<file path="src/rtl/cmp_sort_ctrl.sv">
// cmp_sort_ctrl: sequencing controller for one shared signed magnitude comparator.
// Loads a burst of N signed values, bubble-sorts them in place by issuing one
// compare per cycle to an external comparator, then streams the result out.
// Optional feature macro: CMP_SORT_EARLY_EXIT_EN (stop sorting after a pass
// that performed no swap).
module cmp_sort_ctrl #(
    parameter int N = 4,
    parameter int W = 4
) (
    input  logic         clk,
    input  logic         rst_n,
    input  logic         in_valid,
    input  logic [W-1:0] in_data,
    output logic         in_ready,
    input  logic         desc,
    output logic [W-1:0] cmp_a,
    output logic [W-1:0] cmp_b,
    output logic         cmp_en,
    input  logic         cmp_gt,
    input  logic         cmp_eq,
    input  logic         cmp_lt,
    output logic         out_valid,
    output logic [W-1:0] out_data,
    input  logic         out_ready,
    output logic         done,
    output logic         cmp_err
);

    // Counter width wide enough to index every entry (N >= 2).
    localparam int CW = (N > 2) ? $clog2(N) : 1;

    typedef enum logic [1:0] {
        LOAD  = 2'd0,
        SORT  = 2'd1,
        DRAIN = 2'd2
    } ctrlState;

    ctrlState       state;

    // Entry storage. Needs two simultaneous reads plus a two-entry swap per
    // cycle, so it is kept in flops rather than a block RAM.
    logic [W-1:0]   mem     [N];
    logic [W-1:0]   memNext [N];

    logic [CW-1:0]  loadCnt;
    logic [CW-1:0]  passIdx;
    logic [CW-1:0]  cmpIdx;
    logic [CW-1:0]  cmpNextIdx;
    logic [CW-1:0]  lastIdx;
    logic [CW-1:0]  drainIdx;
    logic           descLatch;

    logic           inReadyQ;
    logic           cmpEnQ;
    logic           outValidQ;
    logic           cmpErrQ;

    logic           loadFire;
    logic           drainFire;
    logic           lastDrain;
    logic           resultOk;
    logic           wantSwap;
    logic           doSwap;
    logic           lastInPass;
    logic           lastPass;
    logic           sortFinished;

`ifdef CMP_SORT_EARLY_EXIT_EN
    // Set once any compare of the current pass has swapped.
    logic           passSwapped;
`endif

    // Handshakes and compare decode, all derived from registered state.
    assign loadFire   = inReadyQ & in_valid;
    assign drainFire  = outValidQ & out_ready;
    assign lastDrain  = (drainIdx == CW'(N - 1));

    assign cmpNextIdx = cmpIdx + 1'b1;
    assign lastIdx    = CW'(N - 2) - passIdx;
    assign lastInPass = (cmpIdx == lastIdx);
    assign lastPass   = (passIdx == CW'(N - 2));

    // A trustworthy comparator reports exactly one relation.
    assign resultOk   = $onehot({cmp_gt, cmp_eq, cmp_lt});
    // Equal operands never swap, which keeps the sort stable.
    assign wantSwap   = descLatch ? cmp_lt : cmp_gt;
    assign doSwap     = cmpEnQ & resultOk & wantSwap;

`ifdef CMP_SORT_EARLY_EXIT_EN
    assign sortFinished = lastInPass & (lastPass | ~(passSwapped | doSwap));
`else
    assign sortFinished = lastInPass & lastPass;
`endif

    // Outputs: flags come straight from registers; operands and drain data
    // are registered-index reads, forced to zero outside their state.
    assign in_ready  = inReadyQ;
    assign cmp_en    = cmpEnQ;
    assign out_valid = outValidQ;
    assign cmp_err   = cmpErrQ;
    assign cmp_a     = cmpEnQ ? mem[cmpIdx] : '0;
    assign cmp_b     = cmpEnQ ? mem[cmpNextIdx] : '0;
    assign out_data  = outValidQ ? mem[drainIdx] : '0;
    assign done      = drainFire & lastDrain;

    // Next contents of the entry store: load write or compare-driven swap.
    always_comb begin
        for (int i = 0; i < N; i++) begin
            memNext[i] = mem[i];
        end
        if (loadFire) begin
            memNext[loadCnt] = in_data;
        end
        if (doSwap) begin
            memNext[cmpIdx]     = mem[cmpNextIdx];
            memNext[cmpNextIdx] = mem[cmpIdx];
        end
    end

    // Entry store register; cleared on reset so an aborted burst leaves nothing behind.
    always_ff @(posedge clk or negedge rst_n) begin
        if (!rst_n) begin
            for (int i = 0; i < N; i++) begin
                mem[i] <= '0;
            end
        end else begin
            for (int i = 0; i < N; i++) begin
                mem[i] <= memNext[i];
            end
        end
    end

    // Main sequencer: LOAD -> SORT -> DRAIN -> LOAD with registered control outputs.
    always_ff @(posedge clk or negedge rst_n) begin
        if (!rst_n) begin
            state     <= LOAD;
            loadCnt   <= '0;
            passIdx   <= '0;
            cmpIdx    <= '0;
            drainIdx  <= '0;
            descLatch <= 1'b0;
            inReadyQ  <= 1'b1;
            cmpEnQ    <= 1'b0;
            outValidQ <= 1'b0;
            cmpErrQ   <= 1'b0;
`ifdef CMP_SORT_EARLY_EXIT_EN
            passSwapped <= 1'b0;
`endif
        end else begin
            case (state)
                LOAD: begin
                    if (loadFire) begin
                        // Sort order is fixed by the first value of the burst.
                        if (loadCnt == '0) begin
                            descLatch <= desc;
                        end
                        if (loadCnt == CW'(N - 1)) begin
                            loadCnt  <= '0;
                            passIdx  <= '0;
                            cmpIdx   <= '0;
                            inReadyQ <= 1'b0;
                            cmpEnQ   <= 1'b1;
                            state    <= SORT;
`ifdef CMP_SORT_EARLY_EXIT_EN
                            passSwapped <= 1'b0;
`endif
                        end else begin
                            loadCnt <= loadCnt + 1'b1;
                        end
                    end
                end

                SORT: begin
                    // A malformed result is flagged but sequencing carries on.
                    if (!resultOk) begin
                        cmpErrQ <= 1'b1;
                    end
                    if (sortFinished) begin
                        cmpIdx    <= '0;
                        passIdx   <= '0;
                        drainIdx  <= '0;
                        cmpEnQ    <= 1'b0;
                        outValidQ <= 1'b1;
                        state     <= DRAIN;
                    end else if (lastInPass) begin
                        passIdx <= passIdx + 1'b1;
                        cmpIdx  <= '0;
                    end else begin
                        cmpIdx <= cmpIdx + 1'b1;
                    end
`ifdef CMP_SORT_EARLY_EXIT_EN
                    if (lastInPass) begin
                        passSwapped <= 1'b0;
                    end else begin
                        passSwapped <= passSwapped | doSwap;
                    end
`endif
                end

                DRAIN: begin
                    if (drainFire) begin
                        if (lastDrain) begin
                            drainIdx  <= '0;
                            outValidQ <= 1'b0;
                            inReadyQ  <= 1'b1;
                            state     <= LOAD;
                        end else begin
                            drainIdx <= drainIdx + 1'b1;
                        end
                    end
                end

                default: begin
                    state     <= LOAD;
                    inReadyQ  <= 1'b1;
                    cmpEnQ    <= 1'b0;
                    outValidQ <= 1'b0;
                end
            endcase
        end
    end

endmodule

</file>
<file path="config.mk">
export PLATFORM = sky130hd
export DESIGN_NAME = cmp_sort_ctrl
export DESIGN_NICKNAME = d
export VERILOG_FILES = /design/src/rtl/cmp_sort_ctrl.sv
export SDC_FILE = /design/constraint.sdc
export NUM_CORES = 1
export LEC_CHECK = 0
export BUFFER_PORTS_ARGS = -buffer_cell sky130_fd_sc_hd__clkbuf_2
export CORE_ASPECT_RATIO = 0.9
export CORE_MARGIN = 3
export CORE_UTILIZATION = 52
export DETAILED_ROUTE_END_ITERATION = 8
export PLACE_DENSITY = 0.76
export SYNTH_ARGS = -nofsm -noshare
export SYNTH_HDL_FRONTEND = slang
export SYNTH_SLANG_ARGS = --single-unit
</file>
<file path="constraint.sdc">
create_clock -name clk -period 1.95 [get_ports clk]
set_input_delay 0.39 -clock clk [delete_from_list [all_inputs] [get_ports clk]]
set_output_delay 0.39 -clock clk [all_outputs]
set_load 0.02 [all_outputs]
</file>
# Yosys cells after proc, flatten, opt, wreduce, memory -nomap -nowiden
# Index checks and enable logic that the tools add are counted.
[classes] addsub=7 multipliers=0 n_div=0 magnitude_cmp=7 n_eq_ne=13 shifts=0 n_mux=56 n_bitwise=14 n_reduce_logical=17
[ops] cell="bitwise mux 16 bit" n=3
[ops] cell="2-to-1 mux 4 bit" n=12
[ops] cell="2-to-1 mux 16 bit" n=2
[ops] cell="2-to-1 mux 2 bit" n=15
[ops] cell="binary-select mux 4 bit (select 2 bit)" n=3
[ops] cell="demux 4 bit (select 2 bit)" n=3
[ops] cell="greater-or-equal comparator 3 bit, second input constant" n=4
[ops] cell="NOT 2 -> 3 bit" n=4
[ops] cell="one-hot mux 2 bit (2 select lines)" n=3
[ops] cell="AND reduction 4 bit" n=3
[ops] cell="2-to-1 mux 1 bit" n=11
[ops] cell="!= test 2 bit, second input constant" n=5
[ops] cell="AND reduction 5 bit" n=2
[ops] cell="less-than comparator 3 x 1 -> 1 bit, second input constant" n=3
[ops] cell="one-hot mux 1 bit (3 select lines)" n=3
[ops] cell="AND reduction 3 bit" n=3
[ops] cell="adder 2 x 1 -> 2 bit, second input constant" n=4
[ops] cell="equality test 2 bit, second input constant" n=4
[ops] cell="bitwise AND 1 bit" n=6
[ops] cell="one-hot mux 2 bit (3 select lines)" n=1
[ops] cell="equality test 2 x 1 -> 1 bit, second input constant" n=2
[ops] cell="logical NOT 2 bit" n=2
[ops] cell="NOT 1 bit" n=4
[ops] cell="AND reduction 2 bit" n=2
[ops] cell="other kinds (7)" n=10
[totals] register_bits=31 latchBits=0 mem_bits_rw=0 rom_bits=0 word_cells=128 n_memories=0

# Longest topological paths before layout
# Gate-level depths: netlist of run 1.
[depth] ltp_word=10 mapped_depth=7 ltp_nobuf=6

# Worst setup path before layout of run 1
# Ideal clock, no wire load.
[synth_path] path_type="input to register" from="input port cmp_gt" to="register mem[7] (netlist bit)" t_arrival_ns=1.915 t_required_ns=1.884 slack_ns=-0.032 stages=7 path_buffers=1 cell_sequence="inv_1 > fa_1 > nand3b_2 > or2_0 > clkbuf_1 > o21ai_0 > and3_1"
[synth_rtl] element="start, declared" line_no="19" source="input logic cmp_gt,"
[synth_rtl] element="end signal, assigned by index" line_no="128" source="mem[i] <= memNext[i];"
[synth_rtl] element="end, declared" line_no="42" source="logic [W-1:0] mem [N];"

# Worst setup path after layout of run 1
[layout_path] from="register cmpIdx[0]" to="output port cmp_b[2]"
[layout_between] elab_chain_len=6
[layout_rtl] element="start, declared" line_no="47" source="logic [CW-1:0] cmpIdx;"
[layout_rtl] element="start signal, assigned" line_no="189" source="cmpIdx <= cmpIdx + 1'b1;"
[layout_rtl] element="adder 2 x 1 -> 2 bit" line_no="78" source="assign cmpNextIdx = cmpIdx + 1'b1;"
[layout_rtl] element="NOT 2 -> 3 bit (not written as such)" line_no="102" source="assign cmp_b = cmpEnQ ? mem[cmpNextIdx] : '0;"
[layout_rtl] element="binary-select mux 4 bit (select 2 bit)" line_no="102"
[layout_rtl] element="2-to-1 mux 4 bit (not written as such) (2 in series)" line_no="102"
[layout_rtl] element="2-to-1 mux 4 bit" line_no="102"
[layout_rtl] element="end, declared" line_no="17" source="output logic [W-1:0] cmp_b,"
# No other way between the ends. The select of a mux whose other input is x is not followed.

==> key figures, run 1 <==
Critical path
  – CP max FO: 5
  – Buffering stage count on the worst path with inverters included: 2
  – End of the worst register-to-register path: mem[14]
  – Startpoint kind of the worst setup timing path: flop
  – Highest-delay cell along the critical path: dfrtp_1
  – Number of stages on the worst setup path: 5
  – Critical Path RT: 1.56 ns
  – Type of the setup path with the least slack: flop to primary output
  – Nature of the critical path endpoint: primary output
  – Kind of cell adding the most delay to the critical path: flip-flops
  – Stage delay of the slowest cell on the critical path: between 0.4 and 0.5 ns
  – Worst path cell trace: inv_2 > ha_4 > mux4_2 > and2_4 > buf_8
  – End of the critical path: cmp_b[2]
  – Register-to-register path setup slack: -0.01 ns
  – Depth of the worst register-to-register path: 8
  – Data arrival at the endpoint of the critical path: 1.70 ns
  – Launch point of the worst path: cmpIdx[0]
  – Worst reg2reg startpoint: cmpIdx[0]

Synth
  – Ranking of synthesized cells by area: dfrtp_1 (33%), mux4_2 (11%), mux2i_1 (8.0%), ha_1 (6.1%), nand2_1 (4.5%)
  – Cell type with the largest total area after synthesis: dfrtp_1
  – Net count of the mapped netlist: 245
  – Average cell area after synthesis: 10.2 um2
  – Number of warning messages in the yosys log: 0
  – Post-synthesis instance total: between 200 and 250
  – Synth top area share: 0.334
  – Most common cell in the netlist: dfrtp_1
  – Primary flip-flop cell chosen by synthesis mapping: dfrtp_1
  – EDFF count, synth: 0
  – Fraction of the yosys area taken by sequential cells: 0.346
  – Number of register bits inferred by synthesis: 31
  – Ranking of synthesized cells by instance count: dfrtp_1 (30), nand2_1 (27), mux2i_1 (18)
  – Netlist area before placement: around 2200 um2
  – Share of flip-flops with an asynchronous set or reset after synthesis: 1.00
  – Number of unique standard cell types used by synthesis: 39

Timing
  – Final hold viol count: 0
  – Slew HR: 0.653
  – Worst-case clock skew: about 0.0044 ns
  – Final setup viols: 9
  – Transition time of the tightest slew-check pin: 0.515 ns
  – Worst hold margin: 0.111 ns
  – Count of final max-slew check failures: 0
  – Setup slack of the critical path after layout: -0.139 ns
  – Maximum clock rate: ~480 MHz
  – Final critical-path share of the clock period: 1.07
  – Tmin final: around 2.1 ns
  – Setup repair after global routing missed its margin: yes

Min path
  – Hold Path Class: input pin to async pin

CTS
  – CTS buffer count: 5
  – Clock tree from TritonCTS: yes
  – H-Tree Level Count: 2
  – Clk sinks: 31
  – Clock root buffer master: clkbuf_8
  – Hold buffers post-CTS: 0
  – Maximum root-to-sink buffer count: 2
  – Clock latency of the later-clocked register in the worst-skew pair: between 0.2 and 0.3 ns
  – Clock-pin slew on the worst setup and hold paths: about 0.06 ns

Pwr
  – Sequential share of power: 0.222
  – P_leak: 1.37 nW
  – Net switching share of the total power: 0.419
  – Switch Pwr: 2.51 mW
  – Peak supply drop: 827 uV
  – Combinational share of power: 0.695
  – Cell Int Power: 3.47 mW
  – Clock Power Share: 0.083
  – Power density cells: 2060 nW/um2

Global routing
  – Via count of the first global-routing pass: 1941
  – All-Layer GR Usage: 0.267
  – Maximum number of pins on one net before global-route repair: 32
  – First-pass GRT wire length: roughly 10000 um
  – Initial antenna violation count: 0
  – Global-route track usage on met1: 0.350
  – Met3 demand-to-capacity share in global routing: 0.0573
  – GR Overflow Total: 0
  – Busiest layer in global routing: met2
  – Met2 track demand over resource: 0.427

Route
  – Total iterations of the first detailed-routing run: 4
  – DRC: 0
  – DRT antenna net count: 0
  – Sum of routed wire length over all layers: about 6200 um
  – Via count: slightly above 2000
  – Average wire length per cell after detail routing: 18.9 um
  – DRC marker count from the first detailed-route iteration: 199
  – DR vias/cell: 6.17

Floorplanning
  – Die area: 5140 um2
  – IO Pins: 29
  – Number of cell rows: 22
  – Horiz. Die Dim: about 75 um
  – DIE HEIGHT: 68.3 um
  – Core area: between 4000 and 5000 um2
  – Effective utilization at floorplan: 0.544

Run status
  – Violations in the final reports: setup timing
  – Run status: finished, violations left

Final layout
  – Synthesis-to-layout area growth: 29.1%
  – Net count reported at finish: approximately 300
  – Post-Route Utilization: 0.702
  – Antenna Cells: 0
  – Fill cell instance count of the final layout: 303
  – Ratio of cells with drive above 1 in the final layout: 0.375

Run
  – Max-cap check violation count: 0

Placement
  – RePlAce Congestion: slightly above 0.9
  – Number of port buffers: 28
  – Post-DP HPWL: roughly 4500 um
[state kept, by name (all words and copies together) (netlist names)]
| register | flops |
|---|---|
| out_valid | 1 |
| drainIdx | 2 |
| mem | 16 |
| cmp_en | 1 |
| state | 2 |
| passIdx | 2 |
| cmpIdx | 2 |
| in_ready | 1 |
| cmp_err | 1 |
| descLatch | 1 |
| loadCnt | 2 |
[layout by cell type (no fill, tap or decap), types with 2 or more instances in the layout]
cell      Yosys  layout
buf_4         0      28
ha_1         11      10
a31o_2        3       3
nand3_1       5       5
nand2_1      27      27
o21ai_0      15      14
and2_4        0      10
nor3_2        7       5
mux2i_1      18      18
and3_1        9       9
nor2b_1       3       3
nor3_1        6       6
buf_6         1       8
a21oi_1       9       9
clkbuf_8      0       5
o21ai_1       1       2
mux4_2       11      12
inv_1        13      12
nor2_1        6       6
clkbuf_2      0      17
a22o_1        8       8
clkbuf_1      5       3
nor3_4        0       2
and2_1        9       2
dfrtp_1      30      29
xor2_1        2       2
a21o_1        3       3
buf_8         0       7
[kinds of logic after synthesis]
family / count (synthesis) / synth area share
mux: 32 / 0.217
flops: 31 / 0.346
simple gates: 82 / 0.202
buf+inv: 20 / 0.0373
fa+ha+maj: 12 / 0.0702
xor+xnor: 2 / 0.00781
compound gates: 42 / 0.119
[routing by layer]
layer	vias up	part of all wire
met5	-	0
met4	0	0.018
met3	13	0.073
met2	102	0.47
met1	1006	0.44
li1	922	-
[metrics by stage]
| stage | total power [mW] | std cells | instance area, um2 | setup WS (ns) | setup TNS, ns |
|---|---|---|---|---|---|
| finish | 5.98 | 331 | 2900 | -0.139 | -0.764 |
| global route | 6.36 | 331 | 2900 | -0.208 | -1.69 |
| CTS | 5.56 | 326 | 2810 | -0.138 | -0.746 |
| detailed placement | 4.38 | 307 | 2560 | -0.167 | -1.56 |
| global placement | 4.27 | 307 | 2560 | -0.0932 | -0.843 |
| floorplan | 3.45 | 221 | 2270 | 0.0481 | 0 |
[what timing repair did]
item / 4_1_cts / 5_1_grt
resized for setup: 27 / 25
setup endpoints to repair: 10 / 17
buffers inserted: 11 / 5
pin swaps: 8 / 3
gates cloned: 0 / 0
[power by group through the flow]
stage          logic, mW  clock network, mW  registers (mW)
2_1_floorplan       2.22                  0            1.22
3_3_place_gp        2.98                  0            1.29
4_1_cts             3.75              0.500            1.31
6_report            4.16              0.499            1.33
5_1_grt             4.45              0.539            1.37
3_5_place_dp        3.06                  0            1.32
[area by class of cell]
| class | count | area (um2) | share of cell area |
|---|---|---|---|
| clock buffers | 8 | 80.1 | 0.0276 |
| inverters | 13 | 48.8 | 0.0168 |
| multi-input cells | 170 | 1440 | 0.495 |
| flip-flops and latches | 31 | 778 | 0.269 |
| well taps | 48 | 60.1 | 0.0207 |
| repair buffers | 61 | 495 | 0.171 |
[how the worst min path moves through the flow]
stage                     cells past startpoint  start          to  slack (ns)
after global routing                          2  rst_n  loadCnt[1]        0.16
after global placement                        2  rst_n  loadCnt[0]        0.44
after floorplan                               0  rst_n   cmpIdx[0]        0.09
after detailed placement                      2  rst_n  loadCnt[0]        0.44
after CTS                                     2  rst_n  loadCnt[0]        0.13
final                                         2  rst_n  loadCnt[0]        0.11
No activity file was read; power rests on OpenSTA's default activity.
==> run 2, diff against run 1 <==
Settings changed: GPL_ROUTABILITY_DRIVEN set to 0, MAX_ROUTING_LAYER set to met4.
==> key figures, run 2 (synthesis results as in run 1) <==
Run status
  – Run status: finished, violations left
  – Violations in the final reports: setup timing

Floorplanning
  – DIE HEIGHT: 68.3 um (unchanged)
  – IO Pins: 29 (unchanged)
  – Effective utilization at floorplan: 0.544 (unchanged)
  – Core area: 4130 um2 (unchanged)
  – Die area: 5140 um2 (unchanged)
  – Number of cell rows: 22 (unchanged)
  – Horiz. Die Dim: 75.3 um (unchanged)

Final layout
  – Net count reported at finish: 306 (unchanged)
  – Antenna Cells: 0 (unchanged)
  – Register bank with the most flops: mem
  – Fill cell instance count of the final layout: 303 (unchanged)
  – Synthesis-to-layout area growth: 29.1% (unchanged)
  – Sequential cell area: 778 um2 (unchanged)
  – Final design area excluding fillers: 2900 um2 (unchanged)
  – Max FFs per register: 16 (unchanged)
  – Most common cell after layout, fill and taps aside: dfrtp_1
  – Ratio of cells with drive above 1 in the final layout: 0.375 (unchanged)
  – Most frequent cells in the layout: dfrtp_1 (29), buf_4 (28), nand2_1 (27)
  – Multi-input combinational cell area: 1440 um2 (unchanged)

Timing
  – Summed negative setup slack over all endpoints: -0.823 ns (-0.0586 ns)
  – Worst-case clock skew: 0.00487 ns (+0.000416 ns)
  – Final setup viols: 10 (+1)
  – Setup repair after global routing missed its margin: yes
  – Maximum clock rate: 477 MHz (-0.25%)
  – Transition time of the tightest slew-check pin: 0.544 ns (+0.0291 ns)
  – Setup slack of the critical path after layout: -0.145 ns (-0.00520 ns)
  – Count of final max-slew check failures: 0 (unchanged)
  – Slew HR: 0.633 (-0.0196)
  – Final critical-path share of the clock period: 1.07 (+0.00267)
  – Final hold viol count: 0 (unchanged)
  – Worst hold margin: 0.105 ns (-0.00627 ns)
  – Tmin final: 2.09 ns (+0.00521 ns)

Global routing
  – GR Overflow Total: 0 (unchanged)
  – Via count of the first global-routing pass: 1939 (-0.10%)
  – Maximum number of pins on one net before global-route repair: 32 (unchanged)
  – All-Layer GR Usage: 0.274 (+0.00764)
  – First-pass GRT wire length: 9950 um (about the same)
  – Initial antenna violation count: 0 (unchanged)

Critical path
  – CP max FO: 5 (unchanged)
  – Critical Path RT: 1.56 ns (about the same)
  – Nature of the critical path endpoint: primary output
  – Startpoint kind of the worst setup timing path: flop
  – Type of the setup path with the least slack: flop to primary output
  – Data arrival at the endpoint of the critical path: 1.70 ns (about the same)

Placement
  – Number of port buffers: 28 (unchanged)
  – Post-DP HPWL: 4510 um (unchanged)
  – Standard cell area after detailed placement: 2560 um2 (unchanged)

Route
  – DRC marker count from the first detailed-route iteration: 205 (+3.0%)
  – DRC: 0 (unchanged)
  – Via count: 2033 (-0.49%)
  – DR vias/cell: 6.14 (-0.49%)
  – Total iterations of the first detailed-routing run: 9 (+5)
  – Average wire length per cell after detail routing: 18.8 um (-0.42%)
  – Sum of routed wire length over all layers: 6220 um (-0.42%)
  – DRT antenna net count: 0 (unchanged)

CTS
  – CTS buffer count: 5 (unchanged)
  – Clk sinks: 31 (unchanged)
  – Maximum root-to-sink buffer count: 2 (unchanged)
  – Clock latency of the later-clocked register in the worst-skew pair: 0.29 ns (about the same)
  – Clock-pin slew on the worst setup and hold paths: 0.06 ns (about the same)
  – Clock tree from TritonCTS: yes
  – Clock root buffer master: clkbuf_8
  – H-Tree Level Count: 2 (unchanged)

Pwr
  – Power density cells: 2060 nW/um2 (about the same)
  – Peak supply drop: 828 uV (+0.10%)
  – P_leak: 1.37 nW (unchanged)
  – Final Total Pwr: 5.98 mW (about the same)

Run
  – Max-cap check violation count: 0 (unchanged)

Min path
  – Hold Path Class: input pin to async pin
run 2: cell counts in the layout (fill, tap and decap cells not counted):
No cell type changed its count.
run 2: critical path, stage by stage (launching register included):
cell and delay, ns:
dfrtp_1 0.41, inv_2 0.08, ha_4 0.31, mux4_2 0.33, and2_4 0.16, buf_8 0.12
run 2: repair_timing:
action                     CTS  global route
pin swaps                    8             3
hold buffers                 0             0
gates resized for setup     27            25
setup buffers               11             5
setup endpoints to repair   10            17
run 2: per-stage QoR:
stage,setup WS [ns],util,instances
after floorplan,0.0481,-,221
after global placement,-0.0932,0.620,307
after detailed placement,-0.167,0.620,307
after CTS,-0.138,0.679,326
after global routing,-0.208,0.702,331
final,-0.145,0.702,331
run 2: layout make-up:
class / instances / share of cell area
tap: 48 / 0.0207
sequential: 31 / 0.269
inverter: 13 / 0.0168
timing repair buffer: 61 / 0.171
multi-input combinational: 170 / 0.495
clock buffer: 8 / 0.0276
run 2: routing by layer:
layer,wire [um],global-route usage,up-vias
met5,0,-,-
met2,2920,0.427,106
met1,2590,0.350,985
li1,-,-,923
met4,157,0.111,0
met3,544,0.0573,19
run 2: final timing paths:
kind | from | to | slack [ns] | depth (start not counted)
max | cmpIdx[0] | cmp_b[2] | -0.14 | 5
min reg2reg | cmp_err | cmp_err | 0.46 | 1
max in group asynchronous | rst_n | in_ready | 1.50 | 2
max reg2reg | cmpIdx[0] | mem[14] | -0.03 | 8
min | rst_n | loadCnt[0] | 0.10 | 2
min in group clk | desc | descLatch | 0.34 | 2
run 2: report_power, final:
part | leakage, nW | switching [mW] | internal (mW)
Clock | 0.0395 | 0.246 | 0.253
Combinational | 0.971 | 1.89 | 2.27
Sequential | 0.361 | 0.369 | 0.954
Total | 1.37 | 2.50 | 3.47
==> run 3, diff against run 2 <==
Settings changed: CORE_MARGIN 3 to unset, RECOVER_POWER set to 50.
==> key figures, run 3 (synthesis results as in run 1) <==
Run status
  – Run status: finished, violations left
  – Violations in the final reports: DRC, setup timing

Run
  – Max-cap check violation count: 0 (unchanged)

Critical path
  – Data arrival at the endpoint of the critical path: 1.71 ns (about the same)
  – CP max FO: 5 (unchanged)
  – Type of the setup path with the least slack: flop to primary output
  – Stage delay of the slowest cell on the critical path: 0.40 ns (about the same)
  – Nature of the critical path endpoint: primary output
  – Worst path cell trace: inv_2 > ha_4 > mux4_2 > and2_4 > buf_8
  – Startpoint kind of the worst setup timing path: flop
  – Register-to-register path setup slack: 0.02 ns (+0.05 ns)
  – Buffering stage count on the worst path with inverters included: 2 (unchanged)
  – Highest-delay cell along the critical path: dfrtp_1
  – Critical Path RT: 1.56 ns (about the same)
  – Kind of cell adding the most delay to the critical path: flip-flops

Final layout
  – Ratio of cells with drive above 1 in the final layout: 0.385 (+0.0106)
  – Synthesis-to-layout area growth: 29.4%
  – Final design area excluding fillers: 2900 um2 (+0.22%)
  – Fill cell instance count of the final layout: 278 (-8.3%)
  – Multi-input combinational cell area: 1450 um2 (+0.70%)
  – Post-Route Utilization: 0.708 (+0.00624)
  – Most common cell after layout, fill and taps aside: buf_4
  – Register bank with the most flops: mem
  – Antenna Cells: 0 (unchanged)
  – Max FFs per register: 16 (unchanged)
  – Net count reported at finish: 308 (+0.65%)
  – Sequential cell area: 779 um2 (+0.16%)
  – Most frequent cells in the layout: buf_4 (30), dfrtp_1 (28), nand2_1 (27)

Timing
  – Transition time of the tightest slew-check pin: 0.844 ns (+0.300 ns)
  – Slew HR: 0.437 (-0.196)
  – Final critical-path share of the clock period: 1.08 (+0.00153)
  – Setup slack of the critical path after layout: -0.148 ns (-0.00298 ns)
  – Maximum clock rate: 477 MHz (-0.14%)
  – Tmin final: 2.10 ns (+0.00298 ns)
  – Summed negative setup slack over all endpoints: -0.693 ns (+0.130 ns)
  – Final setup viols: 8 (-2)
  – Setup repair after global routing missed its margin: yes
  – Final hold viol count: 0 (unchanged)
  – Worst-case clock skew: 0.00461 ns (-0.000251 ns)
  – Count of final max-slew check failures: 0 (unchanged)

CTS
  – CTS buffer count: 5 (unchanged)
  – H-Tree Level Count: 2 (unchanged)
  – Clock-pin slew on the worst setup and hold paths: 0.06 ns (about the same)
  – Clock latency of the later-clocked register in the worst-skew pair: 0.27 ns (-0.02 ns)
  – Clock root buffer master: clkbuf_8
  – Maximum root-to-sink buffer count: 2 (unchanged)
  – Clk sinks: 31 (unchanged)
  – Hold buffers post-CTS: 0 (unchanged)
  – Clock tree from TritonCTS: yes

Floorplanning
  – Horiz. Die Dim: 71.3 um (-5.3%)
  – Core area: 4100 um2 (-0.67%)
  – Effective utilization at floorplan: 0.547 (+0.00365)
  – DIE HEIGHT: 64.3 um (-5.9%)
  – Die area: 4580 um2 (-11%)
  – Number of cell rows: 22 (unchanged)
  – IO Pins: 29 (unchanged)

Global routing
  – Maximum number of pins on one net before global-route repair: 32 (unchanged)
  – Initial antenna violation count: 0 (unchanged)
  – GR Overflow Total: 0 (unchanged)
  – All-Layer GR Usage: 0.271 (-0.00317)
  – First-pass GRT wire length: 9290 um (-6.6%)
  – Via count of the first global-routing pass: 1846 (-4.8%)

Pwr
  – P_leak: 1.38 nW (+0.32%)
  – Final Total Pwr: 6.04 mW (+1.1%)
  – Peak supply drop: 765 uV (-7.6%)
  – Power density cells: 2080 nW/um2 (+0.87%)

Route
  – DRC marker count from the first detailed-route iteration: 166 (-19%)
  – Average wire length per cell after detail routing: 18.4 um (-1.8%)
  – Via count: 1988 (-2.2%)
  – DR vias/cell: 6.01 (-2.2%)
  – DRC: 4 (+4)
  – Total iterations of the first detailed-routing run: 6 (-3)
  – Sum of routed wire length over all layers: 6110 um (-1.8%)
  – DRT antenna net count: 0 (unchanged)

Placement
  – Setup WS pre-CTS: -0.115 ns (+0.0514 ns)
  – Number of port buffers: 28 (unchanged)
  – Post-DP HPWL: 4200 um (-6.7%)
  – Standard cell area after detailed placement: 2540 um2 (-0.59%)

Min path
  – Hold Path Class: input pin to async pin
run 3: path summary, 6_finish.rpt:
kind / endpoint / cells after the start / from
max: cmp_b[0] / 5 / cmpIdx[0]
min: loadCnt[0] / 2 / rst_n
max reg2reg: mem[1] / 8 / cmpIdx[0]
min reg2reg: cmp_err / 1 / cmp_err
max in group asynchronous: drainIdx[0] / 2 / rst_n
min in group clk: descLatch / 2 / desc
run 3: final cells by class:
type | instances | area share
Multi-Input combinational cell | 170 | 0.498
Sequential cell | 31 | 0.268
Timing Repair Buffer | 63 | 0.171
Clock buffer | 6 | 0.0250
Tap cell | 48 | 0.0207
Inverter | 13 | 0.0168
run 3: repair_timing:
item                                    4_1_cts  5_1_grt
endpoints found under the setup margin       10       19
buffers inserted                              8       13
pin swaps                                     7        6
resized for setup                            24       24
run 3: routing by layer:
metal / global-route usage / routed length, um
met5: - / 0
met2: 0.412 / 2920
met3: 0.0426 / 430
met4: 0.0725 / 75
met1: 0.379 / 2680
run 3: power breakdown:
part	switching, mW	total [mW]	leakage [nW]	internal, mW
logic	1.93	4.23	0.980	2.30
clock network	0.224	0.462	0.0371	0.238
registers	0.391	1.35	0.360	0.956
run 3: per-stage QoR:
| stage | hold WS [ns] | std cells |
|---|---|---|
| after CTS | 0.150 | 319 |
| after global placement | 0.436 | 305 |
| after floorplan | 0.0944 | 221 |
| after detailed placement | 0.441 | 305 |
| final | 0.291 | 331 |
| after global routing | 0.338 | 331 |
